===== src/rtl/bin2bcd_if.sv =====
// Handshake and result bus of the sequential binary-to-BCD converter.
// master drives the request side, slave is the converter.
interface bin2bcd_if #(
    parameter int unsigned BIN_W      = 16,
    parameter int unsigned BCD_DIGITS = 5
);
    logic                      start;
    logic [BIN_W-1:0]          bin_in;
    logic                      busy;
    logic                      done;
    logic [4*BCD_DIGITS-1:0]   bcd_out;
    logic                      sign;
    logic                      overflow;

    modport master (
        output start, bin_in,
        input  busy, done, bcd_out, sign, overflow
    );

    modport slave (
        input  start, bin_in,
        output busy, done, bcd_out, sign, overflow
    );
endinterface


===== src/rtl/bin2bcd_seq.sv =====
// Sequential double-dabble binary-to-BCD converter, one input bit per clock.
// Define BIN2BCD_SIGNED_EN to treat bin_in as two's complement and report the sign.
module bin2bcd_seq #(
    parameter int unsigned BIN_W      = 16,
    parameter int unsigned BCD_DIGITS = 5
) (
    input  logic       clk,
    input  logic       reset_n,
    bin2bcd_if.slave   bus
);
    localparam int unsigned BCD_W = 4 * BCD_DIGITS;
    localparam int unsigned SR_W  = BCD_W + BIN_W;
    localparam int unsigned CNT_W = $clog2(BIN_W + 1);

    typedef enum logic [1:0] {
        S_IDLE    = 2'd0,
        S_CONVERT = 2'd1,
        S_FINISH  = 2'd2
    } state_t;

    state_t             state_q, state_d;
    logic [SR_W-1:0]    sr_q, sr_d;
    logic [CNT_W-1:0]   cnt_q, cnt_d;
    logic               ovf_q, ovf_d;
    logic               neg_q, neg_d;
    logic               busy_q, busy_d;
    logic               done_q, done_d;
    logic [BCD_W-1:0]   bcd_q, bcd_d;
    logic               sign_q, sign_d;
    logic               overflow_q, overflow_d;

    logic [BIN_W-1:0]   mag_c;
    logic               in_neg_c;
    logic [SR_W-1:0]    corr_c;

`ifdef BIN2BCD_SIGNED_EN
    assign in_neg_c = bus.bin_in[BIN_W-1];
    assign mag_c    = in_neg_c ? ({BIN_W{1'b0}} - bus.bin_in) : bus.bin_in;
`else
    assign in_neg_c = 1'b0;
    assign mag_c    = bus.bin_in;
`endif

    // Add-3 correction of every BCD digit that is 5 or more, ahead of the shift
    always_comb begin
        corr_c = sr_q;
        for (int i = 0; i < int'(BCD_DIGITS); i++) begin
            if (sr_q[BIN_W + 4*i +: 4] >= 4'd5) begin
                corr_c[BIN_W + 4*i +: 4] = sr_q[BIN_W + 4*i +: 4] + 4'd3;
            end
        end
    end

    always_comb begin
        state_d    = state_q;
        sr_d       = sr_q;
        cnt_d      = cnt_q;
        ovf_d      = ovf_q;
        neg_d      = neg_q;
        busy_d     = busy_q;
        done_d     = 1'b0;
        bcd_d      = bcd_q;
        sign_d     = sign_q;
        overflow_d = overflow_q;

        case (state_q)
            S_IDLE: begin
                if (bus.start) begin
                    sr_d    = {{BCD_W{1'b0}}, mag_c};
                    cnt_d   = CNT_W'(BIN_W);
                    ovf_d   = 1'b0;
                    neg_d   = in_neg_c;
                    busy_d  = 1'b1;
                    state_d = S_CONVERT;
                end
            end
            S_CONVERT: begin
                if (cnt_q != '0) begin
                    // Bit shifted out of the top digit means the value needs more digits
                    sr_d  = {corr_c[SR_W-2:0], 1'b0};
                    ovf_d = ovf_q | corr_c[SR_W-1];
                    cnt_d = cnt_q - CNT_W'(1);
                end else begin
                    bcd_d      = sr_q[SR_W-1 -: BCD_W];
                    sign_d     = neg_q;
                    overflow_d = ovf_q;
                    done_d     = 1'b1;
                    busy_d     = 1'b0;
                    state_d    = S_FINISH;
                end
            end
            S_FINISH: begin
                state_d = S_IDLE;
            end
            default: begin
                busy_d  = 1'b0;
                state_d = S_IDLE;
            end
        endcase
    end

    always_ff @(posedge clk or negedge reset_n) begin
        if (!reset_n) begin
            state_q    <= S_IDLE;
            sr_q       <= '0;
            cnt_q      <= '0;
            ovf_q      <= 1'b0;
            neg_q      <= 1'b0;
            busy_q     <= 1'b0;
            done_q     <= 1'b0;
            bcd_q      <= '0;
            sign_q     <= 1'b0;
            overflow_q <= 1'b0;
        end else begin
            state_q    <= state_d;
            sr_q       <= sr_d;
            cnt_q      <= cnt_d;
            ovf_q      <= ovf_d;
            neg_q      <= neg_d;
            busy_q     <= busy_d;
            done_q     <= done_d;
            bcd_q      <= bcd_d;
            sign_q     <= sign_d;
            overflow_q <= overflow_d;
        end
    end

    assign bus.busy     = busy_q;
    assign bus.done     = done_q;
    assign bus.bcd_out  = bcd_q;
    assign bus.sign     = sign_q;
    assign bus.overflow = overflow_q;
endmodule


===== src/flat_wrapper.sv =====
// flat-port wrapper written by rule: the top's interface ports become plain ports
module bin2bcd_seq_flat 
#(
    parameter int unsigned BIN_W      = 16,
    parameter int unsigned BCD_DIGITS = 5
)
  (clk, reset_n, bus_start, bus_bin_in, bus_busy, bus_done, bus_bcd_out, bus_sign, bus_overflow);
  bin2bcd_if #(.BIN_W(BIN_W), .BCD_DIGITS(BCD_DIGITS)) bus_i ();
  input  logic clk;
  input  logic reset_n;
  input wire logic [$bits(bus_i.start)-1:0] bus_start;
  input wire logic [$bits(bus_i.bin_in)-1:0] bus_bin_in;
  output wire logic [$bits(bus_i.busy)-1:0] bus_busy;
  output wire logic [$bits(bus_i.done)-1:0] bus_done;
  output wire logic [$bits(bus_i.bcd_out)-1:0] bus_bcd_out;
  output wire logic [$bits(bus_i.sign)-1:0] bus_sign;
  output wire logic [$bits(bus_i.overflow)-1:0] bus_overflow;
  assign bus_i.start = bus_start;
  assign bus_i.bin_in = bus_bin_in;
  assign bus_busy = bus_i.busy;
  assign bus_done = bus_i.done;
  assign bus_bcd_out = bus_i.bcd_out;
  assign bus_sign = bus_i.sign;
  assign bus_overflow = bus_i.overflow;
  bin2bcd_seq #(.BIN_W(BIN_W), .BCD_DIGITS(BCD_DIGITS)) u_core (.clk(clk), .reset_n(reset_n), .bus(bus_i));
endmodule

===== config.mk =====
export PLATFORM = sky130hd
export DESIGN_NAME = bin2bcd_seq_flat
export DESIGN_NICKNAME = d
export VERILOG_FILES = /design/src/rtl/bin2bcd_if.sv /design/src/rtl/bin2bcd_seq.sv /design/src/flat_wrapper.sv
export SDC_FILE = /design/constraint.sdc
export NUM_CORES = 1
export LEC_CHECK = 0
export ABC_AREA = 1
export BUFFER_PORTS_ARGS = -buffer_cell sky130_fd_sc_hd__buf_4
export CORE_UTILIZATION = 40
export DETAILED_ROUTE_END_ITERATION = 12
export REMOVE_ABC_BUFFERS = 1
export SYNTH_ARGS = -nofsm -noshare
export SYNTH_HDL_FRONTEND = slang
export SYNTH_SLANG_ARGS = --single-unit

===== constraint.sdc =====
create_clock -name clk -period 1.66 [get_ports clk]
set_input_delay 0.083 -clock clk [delete_from_list [all_inputs] [get_ports clk]]
set_output_delay 0.083 -clock clk [all_outputs]
set_load 0.01 [all_outputs]

==> summary.md <==
| Metric | Value |
|---|---|
| Antenna diodes | 0 |
| Seq/Total Area, Yosys | 49.93% |
| CTS Buf Count | 9 |
| Vias per cell | between 4 and 5 |
| DP Area | ~0.0038 mm² |
| GR Overflow Total | 0 |
| Nets | 443 |
| Top area cells in the synthesized netlist | dfrtp_1, nand2_1, inv_1, o211ai_2, o21ai_0 |
| Prevailing post-synth register cell | dfrtp_1 |
| Unique cell type count in the Yosys netlist | 28 |
| Final clock skew | approximately 0.0075 ns |
| Clock power frac | 14.4% |
| Register-to-register setup slack | about 0.16 ns |
| Total leakage power | 1.998 nW |
| Synth top area share | between 40% and 50% |
| Detailed Routing Iterations Pass 1 | 5 |
| Detailed router's first-iteration violation count | about 140 |
| Antenna violations before repair | 0 |
| Clk_lat worst skew | 0.34 ns |
| Reg-to-Reg Start | u_core.cnt_q[0] |
| GR Util met1 | a little over a fifth |
| Post-CTS Setup Bufs | 0 |
| Most Crowded Layer GR | met2 |
| Setup ws final | 0.1585 ns |
| Number of enable flip-flop cells after synthesis | 0 |
| Die Y | between 90 and 100 µm |
| Flops & latches, synth | 67 |
| Tcrit/Tclk final | between 90% and 100% |
| Critical Path AT | around 1.7 ns |
| Fillcell total | between 700 and 800 |
| DRC Markers | 0 |
| Peak supply drop | 0.6609 mV |
| Clk Tree Root Cell | clkbuf_8 |
| Design Area, Final | between 0.004 and 0.005 mm² |
| Sequential group share of total power | between 30% and 40% |
| Wire per inst | between 10 and 15 µm |
| YS warnings | 0 |
| # IOs | 43 |
| CTS tree | built |
| Mapped cell area | 0.003358 mm² |
| Initial Util | 41.08% |
| Fmax | 666.0 MHz |
| Area grow syn2layout | 21.13% |
| Die area | between 0.008 and 0.009 mm² |
| GR met2 Demand/Resource | between 20% and 30% |
| RR Endpoint | u_core.bus.bcd_out[3] |
| Final-report hold violation count | 0 |
| Worst min-delay path class | in2reg |
| Synth area leader | dfrtp_1 |
| IO buf count | 41 |
| Syn_area_per_cell | between 9 and 10 µm² |
| Startpoint Class | flop |
| Clock Path Buffers | 2 |
| Crit path time final | 1.501 ns |
| Met3 usage | under 10% |
| Internal power | 4.488 mW |
| Switching Fraction | 42.61% |
| First-pass GRT wire length | roughly 11000 µm |
| H-Tree Level Count | 3 |
| Vias in the first global route | 2384 |
| Final Slew Violations | 0 |
| HPWL Detailed | between 4000 and 5000 µm |
| # clock sinks | 67 |
| Die X | between 90 and 100 µm |
| Largest net degree at the start of global routing | 35 |
| CP Capture Point | u_core.bus.bcd_out[3] |
| Place WS | about 0.16 ns |
| Async set or reset register ratio after synthesis | between 90% and 100% |
| WL final | ~6400 µm |
| Share of cells above drive strength 1 | between 20% and 30% |
| Outcome | finished clean |
| Setup crit start | u_core.cnt_q[0] |
| Count leader, synth | nand2_1 |
| Final ANT Viol Nets | 0 |
| Vias | between 2000 and 2500 |
| GPL Wtd Cong | 0.8042 |
| Gr usage total | 16.72% |
| Critical Path RT | 1.88 ns |
| Row count | 33 |
| Crit end category | flop |
| Top post-synthesis cells by count | nand2_1, dfrtp_1, inv_1, o21ai_0, o21ai_2 |
| R2r worst-path depth | 8 |
| Switching power | ~3.3 mW |
| Pwr Density | slightly below 2000 mW/mm² |
| CP Max Fanout | 21 |
| Final setup viols | 0 |
| Gate power share | between 50% and 60% |
| Max Cap Viol | 0 |
| Synthesized netlist cell count | 352 |
| Core area | approximately 0.0082 mm² |
| Critical path class | reg2reg |
| Clock-pin slew on the worst setup and hold paths | approximately 0.060 ns |
## through the flow
stage	TNS, ns	cells	utilization (%)	hold slack, ns	power (mW)
final	0	520	49.76	0.006421	7.821
after global routing	-0.1015	520	49.76	0.00008918	8.547
after CTS	0	520	49.71	0.007882	7.924
after detailed placement	0	491	45.93	0.06778	6.748
after global placement	0	491	45.93	0.06975	6.651
after floorplan	-24.18	336	-	-0.2126	5.404
## power by group through the flow
stage	logic, mW	clock network [mW]	registers, mW
detailed placement	4.06	0	2.69
floorplan	2.69	0	2.72
finish	4.04	1.12	2.65
global route	4.58	1.23	2.73
global placement	3.98	0	2.67
CTS	4.11	1.16	2.66
## logic make-up (layout without fill, tap and decap cells)
group	count (synthesis)	in the layout	synth area share, %
and+or+nand+nor	101	101	13.86
DFF	67	67	49.93
adders and majority gates	11	11	4.098
AOI/OAI and AO/OA	95	95	19.90
other	1	1	0.1117
buffers and inverters	71	134	10.54
xor gates and xnor gates	6	6	1.565
## area by class of cell
type                            count  area, µm²  area share (%)
Sequential cell                    67       1677           41.22
Multi-Input combinational cell    214       1328           32.64
Timing Repair Buffer               66      576.8           14.18
Inverter                           55      206.4           5.075
Clock buffer                       13      148.9           3.660
Tap cell                          105      131.4           3.230
## layout by cell type, fill, tap and decap left out, drive strengths merged
cell type,n
nor3,2
dfrtp,67
nor2,4
inv,55
o211ai,18
nand3,11
clkbuf,13
conb,1
o22ai,10
xor2,6
buf,50
dlygate4sd3,16
nand2,75
a21oi,3
ha,11
nand4,9
o21ai,64
## worst min path at each step
stage	from	slack (ns)	endpoint	depth (start not counted)
floorplan	reset_n	-0.21	u_core.bus.bcd_out[0]	0
global placement	reset_n	0.07	u_core.sr_q[3]	1
CTS	bus_bin_in[15]	0.008	u_core.sr_q[15]	3
detailed placement	reset_n	0.07	u_core.sr_q[3]	1
global route	bus_bin_in[15]	0.00009	u_core.sr_q[15]	3
finish	bus_bin_in[15]	0.006	u_core.sr_q[15]	3
## worst max-delay path: stages (launching register included)
cell	delay [ns]
dfrtp_1	0.36
inv_1	0.10
ha_1	0.22
inv_1	0.09
nor3_2	0.15
nand3_2	0.11
buf_4	0.23
nand2_1	0.08
o21ai_1	0.05
## repair_timing
action                     in CTS  in global routing
hold buffers                   16                  0
gates resized for setup         0                  2
setup endpoints to repair       0                  2
hold endpoints to repair       48                  0
## sequential cells by signal, summed over array words and instances (netlist names)
register             flops
u_core.sr_q             36
u_core.bus.bcd_out      20
u_core.cnt_q             5
u_core.state_q           2
u_core.bus.busy          1
u_core.bus.done          1
u_core.bus.overflow      1
u_core.ovf_q             1
## metal layers
| metal | wire (µm) | part of all wire, % |
|---|---|---|
| met1 | 2985 | 47 |
| met2 | 3121 | 49 |
| met3 | 208 | 3.2 |
| met4 | 100 | 1.6 |
| met5 | 0 | 0 |
Note: power is estimated with default switching activity, not from simulation.
